### src/rtl/dict_writer.sv
// dict_writer: builds the Forth dictionary key table one character at a time.
// Ports: i_clk/i_rst_n/i_clear, char valid/ready input, o_keys table, count/full,
// commit/drop pulses. Optional FORGET via macro DICT_WRITER_FORGET_EN (adds i_forget).
module dict_writer #(
  parameter int ENTRIES    = 2,
  parameter int KEY_WIDTH  = 8,
  parameter int KEY_LENGTH = 1,
  localparam int CW = $clog2(ENTRIES + 1),
  localparam int IW = (ENTRIES > 1) ? $clog2(ENTRIES) : 1,
  localparam int EW = KEY_LENGTH * KEY_WIDTH,
  localparam int TW = ENTRIES * EW
) (
  input  logic                 i_clk,
  input  logic                 i_rst_n,
  input  logic                 i_clear,
`ifdef DICT_WRITER_FORGET_EN
  input  logic                 i_forget,
`endif
  input  logic                 i_char_valid,
  input  logic [KEY_WIDTH-1:0] i_char,
  input  logic                 i_char_last,
  output logic                 o_char_ready,
  output logic [TW-1:0]        o_keys,
  output logic [CW-1:0]        o_count,
  output logic                 o_full,
  output logic                 o_wr_done,
  output logic [IW-1:0]        o_wr_index,
  output logic                 o_err
);

  localparam int PW = $clog2(KEY_LENGTH + 1);

  localparam logic [1:0] COLLECT = 2'd0;
  localparam logic [1:0] DROP    = 2'd1;
  localparam logic [1:0] COMMIT  = 2'd2;

  logic [1:0]    state;
  logic [PW-1:0] ptr;
  logic [EW-1:0] staging;
  logic          xfer;

  assign o_char_ready = (state != COMMIT);
  assign xfer         = i_char_valid && o_char_ready;
  assign o_full       = (o_count == CW'(ENTRIES));

  always_ff @(posedge i_clk or negedge i_rst_n) begin
    if (!i_rst_n) begin
      o_keys     <= '0;
      o_count    <= '0;
      o_wr_index <= '0;
      o_wr_done  <= 1'b0;
      o_err      <= 1'b0;
      state      <= COLLECT;
      ptr        <= '0;
      staging    <= '0;
    end else begin
      o_wr_done <= 1'b0;
      o_err     <= 1'b0;
      if (i_clear) begin
        o_keys     <= '0;
        o_count    <= '0;
        o_wr_index <= '0;
        state      <= COLLECT;
        ptr        <= '0;
        staging    <= '0;
      end else begin
        unique case (state)
          COLLECT: begin
            if (xfer) begin
              for (int j = 0; j < KEY_LENGTH; j++)
                if (ptr == PW'(j))
                  staging[j*KEY_WIDTH +: KEY_WIDTH] <= i_char;
              ptr <= ptr + PW'(1);
              if (i_char_last) begin
                if (o_full) begin
                  o_err   <= 1'b1;
                  staging <= '0;
                  ptr     <= '0;
                end else begin
                  state <= COMMIT;
                end
              end else if (ptr == PW'(KEY_LENGTH - 1)) begin
                state <= DROP;
              end
            end
          end
          DROP: begin
            if (xfer && i_char_last) begin
              o_err   <= 1'b1;
              staging <= '0;
              ptr     <= '0;
              state   <= COLLECT;
            end
          end
          COMMIT: begin
            for (int e = 0; e < ENTRIES; e++)
              if (o_count == CW'(e))
                o_keys[e*EW +: EW] <= staging;
            o_wr_index <= IW'(o_count);
            o_count    <= o_count + CW'(1);
            o_wr_done  <= 1'b1;
            staging    <= '0;
            ptr        <= '0;
            state      <= COLLECT;
          end
          default: state <= COLLECT;
        endcase
`ifdef DICT_WRITER_FORGET_EN
        // Later NBAs override the COLLECT branch's count/key updates;
        // the character itself is still latched into staging.
        if (i_forget && state == COLLECT && ptr == '0 && o_count != '0) begin
          for (int e = 0; e < ENTRIES; e++)
            if (o_count - CW'(1) == CW'(e))
              o_keys[e*EW +: EW] <= '0;
          o_count <= o_count - CW'(1);
        end
`endif
      end
    end
  end

endmodule

### config.mk
export PLATFORM = sky130hd
export DESIGN_NAME = dict_writer
export DESIGN_NICKNAME = d
export VERILOG_FILES = /design/src/rtl/dict_writer.sv
export SDC_FILE = /design/constraint.sdc
export NUM_CORES = 1
export LEC_CHECK = 0
export CORE_MARGIN = 8
export CORE_UTILIZATION = 43
export CTS_CLUSTER_SIZE = 10
export DETAILED_ROUTE_END_ITERATION = 8
export PLACE_DENSITY = 0.73
export SYNTH_ARGS = -nofsm -noshare
export SYNTH_HDL_FRONTEND = slang
export SYNTH_SLANG_ARGS = --single-unit
### constraint.sdc
create_clock -name i_clk -period 1.8 [get_ports i_clk]
set_input_delay 0.18 -clock i_clk [delete_from_list [all_inputs] [get_ports i_clk]]
set_output_delay 0.18 -clock i_clk [all_outputs]
set_load 0.05 [all_outputs]
==> metrics.txt, run 1 <==
# TYPE chip_impl_metric gauge
chip_impl_metric{name="grt_remaining_overflow",unit=""} 0
chip_impl_metric{name="globalplace.congestion",unit=""} 0.7978
chip_impl_metric{name="synth_xor_xnor_area_share",unit="%"} 0.6029
chip_impl_metric{name="ant_nets",unit=""} 0
chip_impl_metric{name="arrival",unit="ps"} 2020
chip_impl_metric{name="dp.final_hpwl",unit="µm"} 2605
chip_impl_metric{name="timing.critical_path.fanout_max",unit=""} 9
chip_impl_metric{name="worst_slack_on_hold_paths",unit="ps"} 233.8
chip_impl_metric{name="vdd.ir_drop.worst",unit="mV"} 0.4880
chip_impl_metric{name="cts-root-to-sink-buffers",unit=""} 2
chip_impl_metric{name="clock_sinks",unit=""} 32
chip_impl_info{name="crit_type",value="flop to flop"} 1
chip_impl_metric{name="drt_pass1_iterations",unit=""} 4
chip_impl_metric{name="timing.final.max_slew_violations",unit=""} 0
chip_impl_metric{name="yosysUniqueCellTypes",unit=""} 26
chip_impl_metric{name="yosys_warnings",unit=""} 0
chip_impl_metric{name="area_inside_the_core_boundary",unit="µm²"} 3284
chip_impl_metric{name="gr-usage-met3",unit="%"} 4.043
chip_impl_metric{name="cell_area_synth",unit="µm²"} 1453
chip_impl_metric{name="fp.dieH",unit="µm"} 74.12
chip_impl_metric{name="grt_usage",unit="%"} 13.37
chip_impl_metric{name="synth-seq-area-share",unit="%"} 55.12
chip_impl_info{name="violations",value="negative setup slack"} 1
chip_impl_metric{name="finalWorstPathRequiredPeriod",unit="ps"} 1821
chip_impl_metric{name="design.final.nets",unit=""} 204
chip_impl_metric{name="globalRouteMet1Util",unit="%"} 15.22
chip_impl_info{name="largest_family_of_logic_cells_by_synthesized_area",value="compound AO/OA/AOI/OAI gates"} 1
chip_impl_metric{name="synthMuxAreaShare",unit="%"} 2.412
chip_impl_metric{name="final_util",unit="%"} 61.94
chip_impl_metric{name="simple_gate_fraction_of_synth_area",unit="%"} 14.21
chip_impl_metric{name="syn_inst",unit=""} 139
chip_impl_metric{name="tightest_slew",unit="ps"} 508.0
chip_impl_metric{name="grt_antenna_before_repair",unit=""} 0
chip_impl_metric{name="postPlaceCellArea",unit="µm²"} 1924
chip_impl_metric{name="antennaDiodeCount",unit=""} 0
chip_impl_info{name="cts_tree",value="yes"} 1
chip_impl_info{name="end_kind",value="flop"} 1
chip_impl_metric{name="routed_wire_length_per_instance",unit="µm"} 15.06
chip_impl_metric{name="power_leakage",unit="nW"} 0.8638
chip_impl_metric{name="drt-vias-per-instance",unit=""} 5.155
chip_impl_metric{name="wire_length_of_the_first_global_routing_pass",unit="µm"} 5658
chip_impl_metric{name="cts_max_level",unit=""} 2
chip_impl_metric{name="timing.critical_path.required",unit="ps"} 2000
chip_impl_metric{name="report.final.setup_viol",unit=""} 3
chip_impl_metric{name="pin_count_of_the_biggest_net_entering_global_routing",unit=""} 33
chip_impl_metric{name="synth.avg_cell_area",unit="µm²"} 10.45
chip_impl_metric{name="rows",unit=""} 21
chip_impl_info{name="synth_largest_area_cell",value="sky130_fd_sc_hd__dfrtp_1"} 1
chip_impl_metric{name="worst_slew_margin_rel",unit="%"} 66.03
chip_impl_metric{name="detailroute.via_count",unit=""} 1196
chip_impl_metric{name="route.detailed.drc",unit=""} 0
chip_impl_info{name="synth_area_leaders",value="sky130_fd_sc_hd__dfrtp_1 55%, sky130_fd_sc_hd__a21oi_1 6.5%, sky130_fd_sc_hd__nand3_1 5.9%"} 1
chip_impl_metric{name="design.die.area",unit="µm²"} 5494
chip_impl_metric{name="yosys.area_share.adder",unit="%"} 5.168
chip_impl_metric{name="dpl_worst_slack",unit="ps"} -47.48
chip_impl_info{name="worstSetupStartpointType",value="flop"} 1
chip_impl_metric{name="cts-buffers-inserted",unit=""} 5
chip_impl_metric{name="first_global_vias",unit=""} 1203
chip_impl_metric{name="synthesis.nets",unit=""} 158
chip_impl_metric{name="grt.met2_usage",unit="%"} 22.27
chip_impl_metric{name="detail_route.iter0.violations",unit=""} 47
chip_impl_metric{name="timing.fmax",unit="MHz"} 549.1
chip_impl_info{name="unrepaired_setup_endpoints_after_global_routing",value="yes"} 1
chip_impl_metric{name="chipWidth",unit="µm"} 74.12
chip_impl_metric{name="ys_ff_latch",unit=""} 32
chip_impl_metric{name="min_period_over_period",unit="%"} 101.2
chip_impl_info{name="top_usage_layer",value="met2"} 1
chip_impl_info{name="worstHoldPathType",value="input port to async pin"} 1
chip_impl_metric{name="totalNegativeSetupSlack",unit="ps"} -37.82
chip_impl_metric{name="maxCapViolations",unit=""} 0
chip_impl_info{name="run_status",value="finished, violations left"} 1
chip_impl_metric{name="synth_top_area_share",unit="%"} 55.12
chip_impl_metric{name="initial_core_util",unit="%"} 44.23
chip_impl_metric{name="port_buffers",unit=""} 35
chip_impl_info{name="cts-root-buf",value="sky130_fd_sc_hd__clkbuf_4"} 1
chip_impl_metric{name="synth-compound-area-share",unit="%"} 18.52
chip_impl_metric{name="post_route_cells_drive_above_1_share",unit="%"} 18.82
chip_impl_metric{name="report.final.hold_viol_count",unit=""} 0
chip_impl_metric{name="cell_area_after_layout",unit="µm²"} 2034
chip_impl_metric{name="clock_pin_slew_of_the_registers_on_the_worst_case_setup_and_hold_paths",unit="ps"} 100
chip_impl_metric{name="io_pins",unit=""} 36
chip_impl_metric{name="routed_wl",unit="µm"} 3495
chip_impl_metric{name="area_growth",unit="%"} 40.05
chip_impl_metric{name="pwr_density_cell",unit="nW/µm²"} 896.9
chip_impl_metric{name="worst_skew_pair.late_latency",unit="ps"} 320
chip_impl_metric{name="setup_slack",unit="ps"} -21.30
chip_impl_metric{name="clock-skew-final",unit="ps"} 15.23
chip_impl_info{name="most-common-layout-cells",value="31 x sky130_fd_sc_hd__clkdlybuf4s50_1, 31 x sky130_fd_sc_hd__dfrtp_1, 19 x sky130_fd_sc_hd__a21oi_1, 18 x sky130_fd_sc_hd__nand2_1, 17 x sky130_fd_sc_hd__nand3_1"} 1
[flip-flops by register name (all words and copies together) (netlist names)]
register,count
o_wr_done,1
ptr,1
o_count,2
o_keys,16
o_err,1
o_wr_index,1
state,2
staging,8
[cell families (layout without fill, tap and decap cells)]
family          after synthesis  count (layout)
buf+inv                      15              62
fa+ha+maj                     6               6
mux                           3               3
xor+xnor                      1               1
compound gates               37              37
simple gates                 45              45
flops                        32              32
[per-layer routing]
layer	share of wire (%)	wire length, µm	vias to the layer above
met1	41	1450	587
met5	0	0	-
met3	4.8	167	5
met2	52	1821	27
met4	1.6	57	0
li1	-	-	577
[power breakdown]
| part | switching (W) | internal [W] |
|---|---|---|
| Combinational | 0.000325 | 0.000252 |
| Sequential | 0.0000773 | 0.000792 |
| Clock | 0.000226 | 0.000152 |
| Total | 0.000628 | 0.00120 |
[Yosys cell counts]
cell and instances:
sky130_fd_sc_hd__a221oi_4 1, sky130_fd_sc_hd__nand2b_1 1, sky130_fd_sc_hd__nor2_1 6, sky130_fd_sc_hd__o2bb2ai_1 1
sky130_fd_sc_hd__a221oi_1 1, sky130_fd_sc_hd__a22o_1 8, sky130_fd_sc_hd__nand2_1 18, sky130_fd_sc_hd__dfrtp_1 32
sky130_fd_sc_hd__o21ai_0 3, sky130_fd_sc_hd__a21oi_1 19, sky130_fd_sc_hd__ha_1 6, sky130_fd_sc_hd__nor2b_2 1
sky130_fd_sc_hd__xnor2_1 1, sky130_fd_sc_hd__inv_1 7, sky130_fd_sc_hd__nor4_1 1, sky130_fd_sc_hd__clkbuf_1 4
sky130_fd_sc_hd__buf_2 1, sky130_fd_sc_hd__a21o_2 1, sky130_fd_sc_hd__buf_1 3, sky130_fd_sc_hd__a211o_1 1
sky130_fd_sc_hd__mux2i_1 2, sky130_fd_sc_hd__nor3_2 1, sky130_fd_sc_hd__o21bai_4 1, sky130_fd_sc_hd__nand3_1 17
sky130_fd_sc_hd__mux2_4 1, sky130_fd_sc_hd__a32oi_1 1
[area by class of cell]
class / instances / area [µm²]
timing repair buffer: 47 / 455.4
clock inverter: 1 / 5.005
sequential: 32 / 802.0
tap: 46 / 57.56
inverter: 7 / 26.28
multi-input combinational: 92 / 643.1
clock buffer: 7 / 45.04
fill: 302 / 1250
[worst max-delay path, stage by stage, from the launching register on]
cell	delay (ps)
sky130_fd_sc_hd__dfrtp_1	450
sky130_fd_sc_hd__inv_2	90
sky130_fd_sc_hd__ha_4	160
sky130_fd_sc_hd__mux2_4	280
sky130_fd_sc_hd__a221oi_4	350
sky130_fd_sc_hd__nor3_4	120
sky130_fd_sc_hd__a22o_1	250
[final timing paths]
path,from,end,slack [ps],cells after the start
max,state[0],staging[3],-20,6
min reg2reg,o_keys[8],o_keys[8],520,2
max reg2reg,state[0],staging[3],-20,6
max in group asynchronous,i_rst_n,o_count[0],1260,2
min,i_rst_n,staging[6],230,2
min in group i_clk,i_char[7],staging[7],470,2
[what timing repair did]
item / CTS / global route
setup buffers: 1 / 3
resized for setup: 4 / 6
pin swaps: 2 / 8
endpoints found under the setup margin: 10 / 11
hold buffers: 0 / 0
[through the flow]
step           total power, W  std cells
2_1_floorplan        0.001219        139
3_3_place_gp         0.001394        221
3_5_place_dp         0.001415        221
4_1_cts              0.001807        230
5_1_grt              0.001925        232
6_report             0.001825        232
No activity file was read; power rests on OpenSTA's default activity.
==> run 2: changes to the inputs <==
--- a/config.mk
+++ b/config.mk
@@ -7,8 +7,8 @@
 export LEC_CHECK = 0
 export CORE_MARGIN = 8
 export CORE_UTILIZATION = 43
-export CTS_CLUSTER_SIZE = 10
 export DETAILED_ROUTE_END_ITERATION = 8
+export MAX_ROUTING_LAYER = met4
 export PLACE_DENSITY = 0.73
 export SYNTH_ARGS = -nofsm -noshare
 export SYNTH_HDL_FRONTEND = slang
==> run 2 against run 1 <==
  * The run still ends with negative setup slack left
  * First-iteration DRC count is 81% higher
  * Register-to-register slack about the same
  * Fmax down 0.49%
  * Non-clock buffer count unchanged
  * Sequential cell count did not move
  * Die area unchanged
  * Design area increased by 1.8%
  * Wire length grew 4.7%
  * Combinational power up 3%
  * Via count rose by 4.5%
  * Critical path type unchanged
==> metrics.txt, run 2 (synthesis gave the netlist of run 1 again) <==
# TYPE chip_impl_metric gauge
chip_impl_metric{name="pwr_density_cell",unit="nW/µm²"} 964.7
chip_impl_info{name="timing.critical_path.cells",value="inv_2 -> ha_4 -> mux2_4 -> a221oi_4 -> buf_4 -> nor3_2 -> a22o_1"} 1
chip_impl_info{name="rr_endpoint",value="staging[1]"} 1
chip_impl_metric{name="place_inst",unit=""} 221
chip_impl_metric{name="dp.final_hpwl",unit="µm"} 2681
chip_impl_metric{name="maxCapViolations",unit=""} 0
chip_impl_info{name="regToRegStartpoint",value="state[1]"} 1
chip_impl_metric{name="worst_path_largest_cell_delay",unit="ps"} 390
chip_impl_metric{name="ant_nets",unit=""} 0
chip_impl_metric{name="detailroute.via_count",unit=""} 1250
chip_impl_metric{name="report.final.setup_viol",unit=""} 8
chip_impl_metric{name="pin_count_of_the_biggest_net_entering_global_routing",unit=""} 33
chip_impl_metric{name="io_pins",unit=""} 36
chip_impl_metric{name="totalNegativeSetupSlack",unit="ps"} -156.9
chip_impl_metric{name="globalplace.congestion",unit=""} 0.7997
chip_impl_metric{name="drt-vias-per-instance",unit=""} 5.365
chip_impl_info{name="most-common-layout-cells",value="31 x sky130_fd_sc_hd__clkdlybuf4s50_1, 30 x sky130_fd_sc_hd__dfrtp_1, 19 x sky130_fd_sc_hd__a21oi_1, 18 x sky130_fd_sc_hd__nand2_1, 17 x sky130_fd_sc_hd__nand3_1"} 1
chip_impl_metric{name="cts-buffers-inserted",unit=""} 5
chip_impl_info{name="mostFrequentLayoutCell",value="sky130_fd_sc_hd__clkdlybuf4s50_1"} 1
chip_impl_metric{name="tightest_slew",unit="ps"} 527.0
chip_impl_metric{name="grt_usage",unit="%"} 14.33
chip_impl_metric{name="rows",unit=""} 21
chip_impl_metric{name="setup_slack",unit="ps"} -30.25
chip_impl_metric{name="timing.reg2reg.worst_path_depth",unit=""} 7
chip_impl_metric{name="timing.fmax",unit="MHz"} 546.4
chip_impl_metric{name="reg2reg_setup_slack",unit="ps"} -30
chip_impl_metric{name="grt_antenna_before_repair",unit=""} 0
chip_impl_metric{name="design.final.nets",unit=""} 205
chip_impl_metric{name="worst_slew_margin_rel",unit="%"} 64.76
chip_impl_metric{name="route.detailed.drc",unit=""} 0
chip_impl_metric{name="clock-skew-final",unit="ps"} 9.821
chip_impl_metric{name="final_util",unit="%"} 63.09
chip_impl_metric{name="cts_max_level",unit=""} 2
chip_impl_metric{name="clock_sinks",unit=""} 32
chip_impl_metric{name="port_buffers",unit=""} 35
chip_impl_metric{name="clock_pin_slew_of_the_registers_on_the_worst_case_setup_and_hold_paths",unit="ps"} 100
chip_impl_metric{name="routed_wire_length_per_instance",unit="µm"} 15.70
chip_impl_metric{name="drt_pass1_iterations",unit=""} 4
chip_impl_metric{name="cell_area_after_layout",unit="µm²"} 2072
chip_impl_metric{name="largest_register_ffs",unit=""} 16
chip_impl_info{name="cts-root-buf",value="sky130_fd_sc_hd__clkbuf_4"} 1
chip_impl_metric{name="grt_remaining_overflow",unit=""} 0
chip_impl_metric{name="worst-path-stages",unit=""} 7
chip_impl_metric{name="min_period_over_period",unit="%"} 101.7
chip_impl_metric{name="postPlaceCellArea",unit="µm²"} 1924
chip_impl_metric{name="vdd.ir_drop.worst",unit="mV"} 0.7494
chip_impl_metric{name="timing.critical_path.required",unit="ps"} 2020
chip_impl_metric{name="cts-root-to-sink-buffers",unit=""} 2
chip_impl_metric{name="detail_route.iter0.violations",unit=""} 85
chip_impl_metric{name="area_inside_the_core_boundary",unit="µm²"} 3284
chip_impl_info{name="run_status",value="finished, violations left"} 1
chip_impl_metric{name="routed_wl",unit="µm"} 3658
chip_impl_metric{name="finish.cell_count_without_fillers",unit=""} 233
chip_impl_metric{name="finalWorstPathRequiredPeriod",unit="ps"} 1830
chip_impl_metric{name="initial_core_util",unit="%"} 44.23
chip_impl_metric{name="timing.critical_path.fanout_max",unit=""} 4
chip_impl_metric{name="fp.dieH",unit="µm"} 74.12
chip_impl_info{name="register_with_the_highest_flop_count",value="o_keys"} 1
chip_impl_metric{name="arrival",unit="ps"} 2050
chip_impl_metric{name="report.final.hold_viol_count",unit=""} 0
chip_impl_info{name="end_kind",value="flop"} 1
chip_impl_metric{name="cp.buffers_inverters",unit=""} 2
chip_impl_metric{name="timing.final.max_slew_violations",unit=""} 0
chip_impl_info{name="worstSetupStartpointType",value="flop"} 1
chip_impl_info{name="critPathSlowestCell",value="sky130_fd_sc_hd__dfrtp_1"} 1
chip_impl_metric{name="area_growth",unit="%"} 42.64
chip_impl_info{name="worst_path_dominant_cell_family",value="compound AO/OA/AOI/OAI gates"} 1
chip_impl_metric{name="antennaDiodeCount",unit=""} 0
chip_impl_info{name="crit_type",value="flop to flop"} 1
chip_impl_metric{name="power_leakage",unit="nW"} 0.8776
chip_impl_info{name="reg.largest.list",value="o_keys (16), staging (8)"} 1
chip_impl_metric{name="wire_length_of_the_first_global_routing_pass",unit="µm"} 5892
chip_impl_info{name="worstHoldPathType",value="input port to async pin"} 1
chip_impl_metric{name="worst_skew_pair.late_latency",unit="ps"} 320
chip_impl_metric{name="chipWidth",unit="µm"} 74.12
chip_impl_info{name="cts_tree",value="yes"} 1
chip_impl_metric{name="post_route_cells_drive_above_1_share",unit="%"} 20.32
chip_impl_info{name="violations",value="negative setup slack"} 1
chip_impl_info{name="unrepaired_setup_endpoints_after_global_routing",value="yes"} 1
chip_impl_metric{name="design.die.area",unit="µm²"} 5494
chip_impl_metric{name="first_global_vias",unit=""} 1260
run 2: cell count changes in the layout (fill, tap and decap cells not counted):
cell                        before  now
sky130_fd_sc_hd__bufinv_16       0    1
sky130_fd_sc_hd__clkbuf_1        2    1
sky130_fd_sc_hd__dfrtp_1        31   30
sky130_fd_sc_hd__dfrtp_2         1    2
sky130_fd_sc_hd__nor3_2          0    1
run 2: worst max path at each step:
stage | start | end | slack (ps)
after floorplan | state[1] | staging[0] | 6
after global placement | state[1] | staging[2] | 30
after detailed placement | state[1] | staging[5] | -40
after CTS | state[0] | staging[0] | 3
after global routing | state[1] | staging[7] | -90
final | state[1] | staging[1] | -30
run 2: per-layer routing:
metal / GRT usage, % / up-vias / wire [µm]
met2: 24.61 / 42 / 1880
met1: 16.00 / 618 / 1512
met5: - / - / 0
met3: 3.235 / 7 / 201
li1: - / 583 / -
met4: 4.656 / 0 / 64
run 2: final cells by class:
| cell class | instances | area (µm²) |
|---|---|---|
| clock inverter | 2 | 35.03 |
| multi-input combinational | 93 | 653.1 |
| fill | 269 | 1212 |
| clock buffer | 6 | 41.29 |
| sequential | 32 | 803.3 |
| tap | 46 | 57.56 |
| inverter | 7 | 26.28 |
| timing repair buffer | 47 | 455.4 |
run 2: metrics by stage:
step / setup slack [ps] / hold slack [ps] / total power (W)
floorplan: 5.630 / -115.6 / 0.001219
global placement: 25.66 / 505.2 / 0.001398
detailed placement: -44.94 / 512.1 / 0.001417
CTS: 2.695 / 259.8 / 0.001986
global route: -89.28 / 274.7 / 0.002085
finish: -30.25 / 248.8 / 0.001999
run 2: repair_timing:
item / CTS / global route
hold buffers: 0 / 0
gates cloned: 1 / 0
setup endpoints to repair: 10 / 11
buffers inserted: 3 / 0
gates resized for setup: 8 / 3
pin swaps: 4 / 5
run 2: power by group:
part	internal [W]	switching, W	leakage, nW
Clock	0.000291	0.000238	0.0422
Sequential	0.000793	0.0000829	0.436
Combinational	0.000258	0.000335	0.400
==> run 3: changes to the inputs <==
--- a/config.mk
+++ b/config.mk
@@ -10,6 +10,8 @@
 export DETAILED_ROUTE_END_ITERATION = 8
 export MAX_ROUTING_LAYER = met4
 export PLACE_DENSITY = 0.73
+export SLEW_MARGIN = 40
 export SYNTH_ARGS = -nofsm -noshare
 export SYNTH_HDL_FRONTEND = slang
 export SYNTH_SLANG_ARGS = --single-unit
+export TNS_END_PERCENT = 20
==> run 3 against run 2 <==
  * The flow still finishes with violations (negative setup slack)
  * Sequential power is essentially flat
  * Register-to-register slack is essentially flat
  * Critical endpoint unchanged
  * Via count is the same
  * Largest cell class unchanged
  * Power is the same
  * Setup slack is the same
  * Die area is the same
  * Utilization is the same
  * Highest routed layer unchanged
==> metrics.txt, run 3 (synthesis gave the netlist of run 1 again) <==
# TYPE chip_impl_metric gauge
chip_impl_info{name="end_kind",value="flop"} 1
chip_impl_metric{name="rows",unit=""} 21
chip_impl_info{name="register_with_the_highest_flop_count",value="o_keys"} 1
chip_impl_metric{name="cts-root-to-sink-buffers",unit=""} 2
chip_impl_metric{name="area_inside_the_core_boundary",unit="µm²"} 3284
chip_impl_metric{name="setup_slack",unit="ps"} -30.25
chip_impl_metric{name="finalWorstPathRequiredPeriod",unit="ps"} 1830
chip_impl_info{name="worstHoldPathType",value="input port to async pin"} 1
chip_impl_metric{name="largest_register_ffs",unit=""} 16
chip_impl_metric{name="arrival",unit="ps"} 2050
chip_impl_metric{name="timing.reg2reg.worst_path_depth",unit=""} 7
chip_impl_metric{name="drt-vias-per-instance",unit=""} 5.365
chip_impl_metric{name="drt_pass1_iterations",unit=""} 4
chip_impl_metric{name="pwr-share-clk",unit="%"} 26.5
chip_impl_metric{name="wire_length_of_the_first_global_routing_pass",unit="µm"} 5892
chip_impl_metric{name="timing.critical_path.fanout_max",unit=""} 4
chip_impl_metric{name="clock-skew-final",unit="ps"} 9.821
chip_impl_metric{name="first_global_vias",unit=""} 1260
chip_impl_metric{name="antennaDiodeCount",unit=""} 0
chip_impl_metric{name="report.final.setup_viol",unit=""} 8
chip_impl_metric{name="globalplace.congestion",unit=""} 0.7997
chip_impl_metric{name="cp.buffers_inverters",unit=""} 2
chip_impl_info{name="unrepaired_setup_endpoints_after_global_routing",value="yes"} 1
chip_impl_metric{name="power_frac_seq",unit="%"} 43.8
chip_impl_metric{name="worst_path_largest_cell_delay",unit="ps"} 390
chip_impl_metric{name="power_report.internal_total",unit="W"} 0.001343
chip_impl_metric{name="cts_hold_repair.buffers",unit=""} 0
chip_impl_metric{name="sw_share",unit="%"} 32.83
chip_impl_metric{name="route.detailed.drc",unit=""} 0
chip_impl_metric{name="tightest_slew",unit="ps"} 527.0
chip_impl_info{name="violations",value="negative setup slack"} 1
chip_impl_metric{name="dp.final_hpwl",unit="µm"} 2681
chip_impl_metric{name="worst_slack_on_hold_paths",unit="ps"} 248.8
chip_impl_info{name="regToRegStartpoint",value="state[1]"} 1
chip_impl_metric{name="fp.dieH",unit="µm"} 74.12
chip_impl_metric{name="vdd.ir_drop.worst",unit="mV"} 0.7494
chip_impl_info{name="crit_type",value="flop to flop"} 1
chip_impl_metric{name="initial_core_util",unit="%"} 44.23
chip_impl_metric{name="pin_count_of_the_biggest_net_entering_global_routing",unit=""} 33
chip_impl_metric{name="grt_remaining_overflow",unit=""} 0
chip_impl_metric{name="grt_antenna_before_repair",unit=""} 0
chip_impl_metric{name="timing.fmax",unit="MHz"} 546.4
chip_impl_metric{name="timing.final.max_slew_violations",unit=""} 0
chip_impl_metric{name="timing.critical_path.required",unit="ps"} 2020
chip_impl_metric{name="detailroute.via_count",unit=""} 1250
chip_impl_info{name="cts-root-buf",value="sky130_fd_sc_hd__clkbuf_4"} 1
chip_impl_info{name="critPathSlowestCell",value="sky130_fd_sc_hd__dfrtp_1"} 1
chip_impl_info{name="cts_tree",value="yes"} 1
chip_impl_metric{name="p_switching",unit="W"} 0.0006562
chip_impl_metric{name="grt_usage",unit="%"} 14.33
chip_impl_info{name="reg.largest.list",value="o_keys (16), staging (8)"} 1
chip_impl_metric{name="comb_power_share",unit="%"} 29.7
chip_impl_metric{name="ant_nets",unit=""} 0
chip_impl_metric{name="clock_sinks",unit=""} 32
chip_impl_metric{name="final_util",unit="%"} 63.09
chip_impl_metric{name="min_period_over_period",unit="%"} 101.7
chip_impl_metric{name="design.final.nets",unit=""} 205
chip_impl_metric{name="worst_skew_pair.late_latency",unit="ps"} 320
chip_impl_metric{name="place_inst",unit=""} 221
chip_impl_info{name="mostFrequentLayoutCell",value="sky130_fd_sc_hd__clkdlybuf4s50_1"} 1
chip_impl_metric{name="worst_slew_margin_rel",unit="%"} 64.76
chip_impl_metric{name="area_growth",unit="%"} 42.64
chip_impl_info{name="run_status",value="finished, violations left"} 1
chip_impl_metric{name="finish.cell_count_without_fillers",unit=""} 233
chip_impl_metric{name="routed_wire_length_per_instance",unit="µm"} 15.70
chip_impl_info{name="most-common-layout-cells",value="31 x sky130_fd_sc_hd__clkdlybuf4s50_1, 30 x sky130_fd_sc_hd__dfrtp_1, 19 x sky130_fd_sc_hd__a21oi_1, 18 x sky130_fd_sc_hd__nand2_1, 17 x sky130_fd_sc_hd__nand3_1"} 1
chip_impl_metric{name="postPlaceCellArea",unit="µm²"} 1924
chip_impl_info{name="worst_path_dominant_cell_family",value="compound AO/OA/AOI/OAI gates"} 1
chip_impl_metric{name="port_buffers",unit=""} 35
chip_impl_metric{name="cts_max_level",unit=""} 2
chip_impl_metric{name="chipWidth",unit="µm"} 74.12
chip_impl_info{name="timing.critical_path.cells",value="inv_2 -> ha_4 -> mux2_4 -> a221oi_4 -> buf_4 -> nor3_2 -> a22o_1"} 1
chip_impl_metric{name="cell_area_after_layout",unit="µm²"} 2072
chip_impl_metric{name="worst-path-stages",unit=""} 7
chip_impl_metric{name="totalNegativeSetupSlack",unit="ps"} -156.9
chip_impl_metric{name="report.final.hold_viol_count",unit=""} 0
chip_impl_metric{name="detail_route.iter0.violations",unit=""} 85
chip_impl_metric{name="clock_pin_slew_of_the_registers_on_the_worst_case_setup_and_hold_paths",unit="ps"} 100
chip_impl_metric{name="pwr_density_cell",unit="nW/µm²"} 964.7
chip_impl_info{name="critical_path.startpoint",value="state[1]"} 1
chip_impl_info{name="worstSetupStartpointType",value="flop"} 1
chip_impl_metric{name="design.die.area",unit="µm²"} 5494
chip_impl_metric{name="routed_wl",unit="µm"} 3658
chip_impl_metric{name="io_pins",unit=""} 36
chip_impl_metric{name="maxCapViolations",unit=""} 0
chip_impl_metric{name="power_leakage",unit="nW"} 0.8776
chip_impl_metric{name="post_route_cells_drive_above_1_share",unit="%"} 20.32
chip_impl_metric{name="cts-buffers-inserted",unit=""} 5
run 3: cell type report:
class	count	area, µm²
Clock buffer	6	41.29
Clock inverter	2	35.03
Fill cell	269	1212
Inverter	7	26.28
Multi-Input combinational cell	93	653.1
Sequential cell	32	803.3
Tap cell	46	57.56
Timing Repair Buffer	47	455.4
run 3: path summary, 6_finish.rpt:
path,slack (ps),to
worst max-delay path,-30,staging[1]
worst min-delay path,250,staging[3]
worst max register to register,-30,staging[1]
worst min register to register,520,o_keys[8]
max in group asynchronous,1240,state[0]
min in group i_clk,480,staging[2]
run 3: metal layers:
| metal | track usage (%) | wire length (µm) |
|---|---|---|
| met2 | 24.61 | 1880 |
| met5 | - | 0 |
| met1 | 16.00 | 1512 |
| met4 | 4.656 | 64 |
| met3 | 3.235 | 201 |
run 3: power groups by stage:
stage	logic [W]	registers [W]	clock network (W)
finish	0.000593	0.000876	0.000529
detailed placement	0.000541	0.000876	0
floorplan	0.000303	0.000916	0
global route	0.000634	0.000881	0.000570
CTS	0.000580	0.000870	0.000537
global placement	0.000522	0.000876	0
run 3: stage by stage:
stage | worst slack [ps] | power, W
detailed placement | -44.94 | 0.001417
global route | -89.28 | 0.002085
finish | -30.25 | 0.001999
global placement | 25.66 | 0.001398
CTS | 2.695 | 0.001986
floorplan | 5.630 | 0.001219
run 3: repair_timing:
action,in CTS,in global routing
pin swaps,4,5
cloned,1,0
endpoints found under the setup margin,10,11
setup buffers,3,0
gates resized for setup,8,3
